$ cat config.mk
export PLATFORM = sky130hd
export DESIGN_NAME = adc_scan_sequencer
export DESIGN_NICKNAME = d
export VERILOG_FILES = /design/src/rtl/adc_scan_sequencer.sv
export SDC_FILE = /design/constraint.sdc
export NUM_CORES = 1
export LEC_CHECK = 0
export BUFFER_PORTS_ARGS = -buffer_cell sky130_fd_sc_hd__buf_2
export CAP_MARGIN = 20
export CORE_AREA = 3 3 125 97
export DETAILED_ROUTE_END_ITERATION = 10
export DIE_AREA = 0 0 128 100
export HOLD_SLACK_MARGIN = 0.08
export PLACE_DENSITY = 0.87
export SLEW_MARGIN = 20
export SYNTH_ARGS = -nofsm -noshare
export SYNTH_HDL_FRONTEND = slang
export SYNTH_SLANG_ARGS = --single-unit
$ cat constraint.sdc
create_clock -name clk -period 4.95 [get_ports clk]
set_input_delay 0 -clock clk [delete_from_list [all_inputs] [get_ports clk]]
set_output_delay 0 -clock clk [all_outputs]
set_load 0.005 [all_outputs]
$ cat src/rtl/adc_scan_sequencer.sv
// ADC scan sequencer: walks the channels selected in chanMask from lowest
// to highest, requests one conversion per channel from the ADC reader and
// reports each result with a clamped millivolt code. Supports single scans
// on a start pulse and continuous scanning separated by SCAN_GAP idle cycles.
module adc_scan_sequencer #(
  parameter logic [31:0] SCAN_GAP = 32'd1000000,
  parameter logic [31:0] TIMEOUT  = 32'd2000000
) (
  input  logic        clk,
  input  logic        reset,
  input  logic [3:0]  chanMask,
  input  logic        start,
  input  logic        continuous,
  output logic [1:0]  adcChannel,
  output logic        adcEnable,
  input  logic [15:0] adcOutputData,
  input  logic        adcDataReady,
  output logic        resultValid,
  output logic [1:0]  resultChannel,
  output logic [15:0] resultRaw,
  output logic [11:0] resultVoltage,
  output logic        busy,
  output logic        timeoutErr,
  output logic [7:0]  scanCount
);

  typedef enum logic [2:0] {
    IDLE,
    TRIGGER,
    WAIT_START,
    WAIT_READY,
    STORE,
    GAP
  } state_t;

  state_t      state;
  logic [3:0]  scanMask;
  logic [1:0]  curChan;
  logic [15:0] capRaw;
  logic [31:0] toCnt;
  logic [31:0] gapCnt;

  logic        hasNext;
  logic [1:0]  nextChan;
  logic [1:0]  firstChan;
  logic        firstFound;
  logic        toExpire;
  logic        gapExpire;
  state_t      advState;

  assign busy = (state != IDLE);

  // Channel selection: lowest set bit of the live mask for a new scan, and
  // the next higher set bit of the latched mask for continuing a scan.
  always_comb begin
    hasNext    = 1'b0;
    nextChan   = curChan;
    firstChan  = '0;
    firstFound = 1'b0;
    for (int unsigned i = 0; i < 4; i++) begin
      if (!hasNext && (i > 32'(curChan)) && scanMask[i]) begin
        hasNext  = 1'b1;
        nextChan = 2'(i);
      end
      if (!firstFound && chanMask[i]) begin
        firstFound = 1'b1;
        firstChan  = 2'(i);
      end
    end
  end

  // Where the FSM goes once a channel is finished (stored or timed out).
  always_comb begin
    advState = IDLE;
    if (hasNext)
      advState = TRIGGER;
    else if (continuous)
      advState = GAP;
    toExpire  = ((toCnt + 32'd1) >= TIMEOUT);
    gapExpire = ((gapCnt + 32'd1) >= SCAN_GAP);
  end

  // Main sequencer FSM with registered ADC handshake and result outputs.
  always_ff @(posedge clk) begin
    if (reset) begin
      state         <= IDLE;
      scanMask      <= '0;
      curChan       <= '0;
      capRaw        <= '0;
      toCnt         <= '0;
      gapCnt        <= '0;
      adcChannel    <= '0;
      adcEnable     <= 1'b0;
      resultValid   <= 1'b0;
      resultChannel <= '0;
      resultRaw     <= '0;
      resultVoltage <= '0;
      timeoutErr    <= 1'b0;
      scanCount     <= '0;
    end else begin
      resultValid <= 1'b0;
      case (state)
        IDLE: begin
          if ((start || continuous) && (chanMask != '0)) begin
            scanMask <= chanMask;
            curChan  <= firstChan;
            state    <= TRIGGER;
          end
        end

        TRIGGER: begin
          adcChannel <= curChan;
          adcEnable  <= 1'b1;
          toCnt      <= '0;
          state      <= WAIT_START;
        end

        WAIT_START: begin
          if (toExpire) begin
            // Timeout skips STORE entirely and advances as a finished channel.
            adcEnable  <= 1'b0;
            timeoutErr <= 1'b1;
            toCnt      <= '0;
            gapCnt     <= '0;
            curChan    <= nextChan;
            state      <= advState;
            if (!hasNext)
              scanCount <= scanCount + 8'd1;
          end else begin
            toCnt <= toCnt + 32'd1;
            if (!adcDataReady)
              state <= WAIT_READY;
          end
        end

        WAIT_READY: begin
          if (toExpire) begin
            adcEnable  <= 1'b0;
            timeoutErr <= 1'b1;
            toCnt      <= '0;
            gapCnt     <= '0;
            curChan    <= nextChan;
            state      <= advState;
            if (!hasNext)
              scanCount <= scanCount + 8'd1;
          end else begin
            toCnt <= toCnt + 32'd1;
            if (adcDataReady) begin
              capRaw    <= adcOutputData;
              adcEnable <= 1'b0;
              state     <= STORE;
            end
          end
        end

        STORE: begin
          resultValid   <= 1'b1;
          resultChannel <= curChan;
          resultRaw     <= capRaw;
          resultVoltage <= capRaw[15] ? 12'd0 : capRaw[14:3];
          gapCnt        <= '0;
          curChan       <= nextChan;
          state         <= advState;
          if (!hasNext)
            scanCount <= scanCount + 8'd1;
        end

        GAP: begin
          if (gapExpire) begin
            gapCnt <= '0;
            if (continuous && (chanMask != '0)) begin
              scanMask <= chanMask;
              curChan  <= firstChan;
              state    <= TRIGGER;
            end else begin
              state <= IDLE;
            end
          end else begin
            gapCnt <= gapCnt + 32'd1;
          end
        end

        default: state <= IDLE;
      endcase
    end
  end

endmodule

# ---- Word level (Yosys, flattened, before mapping)
# Cells that the tools add are included.
# Widths: inputs -> output; s select.
dict set report word_totals {
  register_bits 132
  wordCells 114
  inputBits 25
  output_inout_bits 44
}
dict set report classes {
  n_reduce_logical 34
  bitwise 1
  addsub 3
  magnitude_cmp 5
  mux 45
  eq_ne 12
}
# operator count
set op_table {}
lappend op_table {{$mux 32} 3}
lappend op_table {{$pmux 32 s3} 1}
lappend op_table {{$add 32x1->32 const B} 2}
lappend op_table {{$pmux 32 s2} 1}
lappend op_table {{$ge 32x20->1 const B} 1}
lappend op_table {{$ge 32x21->1 const B} 1}
lappend op_table {{$mux 3} 8}
lappend op_table {{$mux 2} 9}
lappend op_table {{$pmux 3 s6} 1}
lappend op_table {{$mux 8} 2}
lappend op_table {{$pmux 8 s2} 1}
lappend op_table {{$mux 1} 12}
lappend op_table {{$mux 12} 1}
lappend op_table {{$mux 4} 3}
lappend op_table {{$logic_and 1x1->1} 10}
lappend op_table {{$reduce_bool 3->1} 3}
lappend op_table {{$add 8x1->8 const B} 1}
lappend op_table {{$ne 2x2->1 const B} 4}
lappend op_table {{$pmux 2 s4} 1}
lappend op_table {{$pmux 4 s2} 1}
lappend op_table {{$reduce_and 4->1} 2}
lappend op_table {{$reduce_bool 4->1} 2}
lappend op_table {{$eq 3x2->1 const B} 2}
lappend op_table {{$eq 3x3->1 const B} 2}
lappend op_table {{other kinds (15)} 26}

# ---- Longest topological paths before layout
dict set report depth {
  depth_word 14
  depth_mapped 12
  ltp_nobuf 10
}

# ---- Least setup slack after synthesis
# Ideal clock, no wire load.
dict set report synth_timing {
  kind {flip-flop to flip-flop}
  from {register toCnt[0]}
  to {register gapCnt[10]}
  slack_ps 1866
  path_buffers 2
  stages_incl_launch_ff 13
  setup_time_ps 76
  t_required_ps 4874
  arrival_ps 3009
  period_less_slack_ps 3084
  cell_sequence {dfxtp_1 ha_1 and3_1 buf_4 nand2_2 nor4_4 xor2_1 or4_4 a211o_4 a21oi_4 buf_6 o21a_1 a21boi_0}
}
dict set report synth_via {
  elab_chain_cells 4
}
# item line
set synth_lines {}
lappend synth_lines {{from (decl)} 40} ;# logic [31:0] toCnt;
lappend synth_lines {{from (signal assigned)} 130} ;# toCnt <= toCnt + 32'd1;
lappend synth_lines {{from (signal assigned)} 147} ;# toCnt <= toCnt + 32'd1;
lappend synth_lines {{$add 32x1->32} 79} ;# toExpire = ((toCnt + 32'd1) >= TIMEOUT);
lappend synth_lines {{$ge 32x21->1} 79}
lappend synth_lines {{$ne 2x1->1 (no line)} -}
lappend synth_lines {{$reduce_and 2->1 (no line)} -}
lappend synth_lines {{to (signal assigned)} 179} ;# gapCnt <= gapCnt + 32'd1;
lappend synth_lines {{to (decl)} 41} ;# logic [31:0] gapCnt;
# No other way between the ends.
# A chain may end at the register's enable or synchronous reset.

# ---- Worst setup path after layout
dict set report layout_timing {
  from {register toCnt[0]}
  to {register capRaw[4]}
}
dict set report layout_via {
  elab_chain_cells 4
}
# item line
set layout_lines {}
lappend layout_lines {{$add 32x1->32} 79}
lappend layout_lines {{$ge 32x21->1} 79}
lappend layout_lines {{$not 1->1 (no line)} -}
lappend layout_lines {{$reduce_and 3->1 (no line)} -}
lappend layout_lines {{to (signal assigned)} 149} ;# capRaw <= adcOutputData;
lappend layout_lines {{to (decl)} 39} ;# logic [15:0] capRaw;
# No other way between the ends.

==> run_results.csv <==
group,metric,value,unit
status,status,"finished, final reports clean",
cts,cts_buffers,17,
global_routing,grt_pass1_wl,29400,µm
placed_design,place_congestion,0.891,
power,power_density,383,mW/mm²
setup_path,worst_r2r_path_depth,11,
power,leakage,2.90,nW
final_layout,multi_input_area,0.00369,mm²
logic_synthesis,syn_area_per_cell,8.08,µm²
placed_design,hpwl,10600,µm
power,power.total,2.99,mW
sta,maxSlewHeadroom,46.2,%
logic_synthesis,synth_edf_count,0,
cts,cts_setup_buffers,0,
routing,firstDrtPassIters,5,
global_routing,antenna_found_initial,0,
setup_path,crit_fanout,16,
final_layout,area_growth,18.8,%
routing,drc,0,
logic_synthesis,synth_warnings,0,
cts,clk_pin_slew,0.07,ns
die,initial_core_util,60.2,%
sta,maxSlewViolCount,0,
die,die_w,128,µm
sta,fin_worst_skew,0.0124,ns
final_layout,nNetsFinal,914,
setup_path,cp-end-kind,"flip-flop",
die,rows,33,
cts,cts_tree,"done",
power,peakVddDrop,0.264,mV
final_layout,fillers,767,
placed_design,placed_area,0.00692,mm²
worst_hold_path,whs_path_depth,5,
worst_hold_path,hold_path_class,"primary input to flip-flop",
routing,drtIter0Drc,804,
global_routing,grt_overflow,0,
setup_path,arrival,4.57,ns
setup_path,critPathRequiredTime,5.26,ns
sta,setup_viol,0,
die,fp.dieH,100,µm
logic_synthesis,yosysSeqAreaShare,39.9,%
routing,detail-route-antenna-nets,0,
final_layout,register_area,0.00262,mm²
sta,max_freq,235,MHz
cts,clockBufferDepth,2,
cts,cts_hold_buf,28,
sta,finalHoldViolCount,0,
cts,htreeDepth,4,
routing,top_layer,"met4",
sta,final.min_clock_period,4.26,ns
routing,wl_met2,7840,µm
logic_synthesis,yosysUniqueCellTypes,69,
setup_path,start_kind,"flip-flop",
logic_synthesis,ys_async_sr_fraction,0,%
final_layout,drive_gt1_share,14.3,%
routing,vias,6508,
worst_hold_path,hp-start,"continuous",
routing,wl,17400,µm
run,drv_cap,0,
logic_synthesis,synth.net_count,841,
setup_path,path_class,"flip-flop to flip-flop",
global_routing,track_usage,27.6,%
global_routing,grt_pass1_vias,6041,
worst_hold_path,hold_path_end,"state[2]",
cts,cts-root-buf,"clkbuf_16",
routing,met3_length,1300,µm
setup_path,r2r_slack,0.69,ns
cts,postCtsResizedCells,0,
routing,vias_per_cell,6.26,
cts,cts_sinks,131,
setup_path,r2r_start,"toCnt[0]",
routing,detail_route.wl_per_cell,16.8,µm
global_routing,grt_max_degree,56,
sta,rsz0062_at_grt,"false",
sta,tightest_slew,0.805,ns
logic_synthesis,syn_inst,813,
placed_design,numPortBuffers,68,
sta,tns,0,ns
logic_synthesis,ys_ff_latch,131,
final_layout,finalInstanceArea,0.00780,mm²
die,ios,69,
die,core-area,0.0109,mm²
logic_synthesis,synthFlopType,"dfxtp_1",
routing,drt-met1-wl,7930,µm
logic_synthesis,netlist_area,0.00657,mm²
final_layout,n_antenna_cell,0,
setup_path,timing.rr.end,"capRaw[4]",
die,die_area,0.0128,mm²
sta,post-route-period-util,86.1,%
cts,clk_latency,0.42,ns
[cell usage in the layout, fill, tap and decap left out, types with 12 or more instances in the layout]
cell             n
o21ai_0         36
nand4_1         14
a31oi_1         12
a311oi_1        16
buf_2           67
nand3b_1        16
dlygate4sd3_1   28
a21oi_1         85
nand3_1         33
xnor2_1         14
or3_1           16
nor3_1          22
nor2_1          61
mux2i_1         12
inv_1           12
dfxtp_1        131
and3_1          27
nand2_1        123
clkbuf_16       17
[how the worst max path moves through the flow]
| stage | startpoint | end | depth (start not counted) |
|---|---|---|---|
| 2_1_floorplan | toCnt[0] | gapCnt[10] | 12 |
| 3_3_place_gp | toCnt[0] | gapCnt[3] | 10 |
| 3_5_place_dp | toCnt[0] | gapCnt[17] | 10 |
| 4_1_cts | toCnt[0] | capRaw[4] | 11 |
| 5_1_grt | toCnt[0] | capRaw[4] | 11 |
| 6_report | toCnt[0] | capRaw[4] | 11 |
[worst max-delay path, stage by stage, from the launching register on]
cell and delay, ns:
dfxtp_1 0.41, ha_1 0.26, and3_1 0.35, nand2_2 0.16, nor4_4 0.33, xor2_1 0.13, or4_4 0.59, a2111oi_4 0.33
nand3_1 0.61, nand2_1 0.30, a21oi_1 0.09, dlygate4sd3_1 0.58
[report_power, final]
| part | leakage (nW) | internal [mW] | switching [mW] |
|---|---|---|---|
| registers | 1.06 | 1.10 | 0.0671 |
| logic | 1.55 | 0.200 | 0.360 |
| clock network | 0.294 | 0.717 | 0.544 |
| total | 2.90 | 2.02 | 0.971 |
[metrics by stage]
stage	setup slack [ns]	instances	utilization [%]	hold WS, ns
global route	0.488	1039	71.5	0.168
CTS	0.833	1038	71.4	0.112
finish	0.689	1039	71.5	0.162
global placement	1.27	978	63.5	0.242
floorplan	1.87	813	-	0.136
detailed placement	1.16	978	63.5	0.247
[metal layers]
layer | track usage (%) | vias up
met3 | 7.23 | 40
met2 | 42.4 | 281
li1 | - | 3109
met4 | 8.40 | 0
met1 | 38.4 | 3078
met5 | 0 | -
[registers in the layout, summed over array words and instances, names as in the netlist]
register       count
scanMask           3
gapCnt            32
toCnt             32
scanCount          8
adcEnable          1
state              3
adcChannel         2
resultChannel      2
capRaw            16
resultRaw         16
timeoutErr         1
curChan            2
resultVoltage     12
resultValid        1
[area by class of cell]
cell class | instances | area share, %
clock buffers | 17 | 5.46
clock inverters | 15 | 2.05
inverters | 12 | 0.578
multi-input cells | 621 | 47.3
flip-flops and latches | 131 | 33.6
well taps | 140 | 2.25
repair buffers | 103 | 8.71
[synth_stat cells (5+ instances only)]
master,number,area share [%]
dfxtp_1,131,40
nand2_1,123,7.0
a21oi_1,85,6.5
nor2_1,61,3.5
o21ai_0,36,2.7
clkbuf_1,35,2.0
nand3_1,33,2.5
and3_1,27,2.6
nor3_1,23,1.8
a311oi_1,16,2.1
nand3b_1,16,1.8
or3_1,16,1.5
nand4_1,14,1.3
xnor2_1,14,1.9
a31oi_1,12,1.1
inv_1,12,0.69
mux2i_1,12,1.8
nor4_1,10,0.95
buf_2,9,0.69
xor2_1,9,1.2
a211oi_1,8,0.91
and2_1,8,0.76
nor2b_1,8,0.76
and4_1,6,0.80
nand4b_1,5,0.67
o31ai_1,5,0.57
[kinds of logic after synthesis]
| logic type | share of synthesized area, % |
|---|---|
| simple gates | 30.6 |
| buf+inv | 3.93 |
| flops | 39.9 |
| mux | 1.83 |
| xor+xnor | 3.07 |
| compound gates | 20.0 |
| fa+ha+maj | 0.572 |
(Power assumes the default switching activity.)
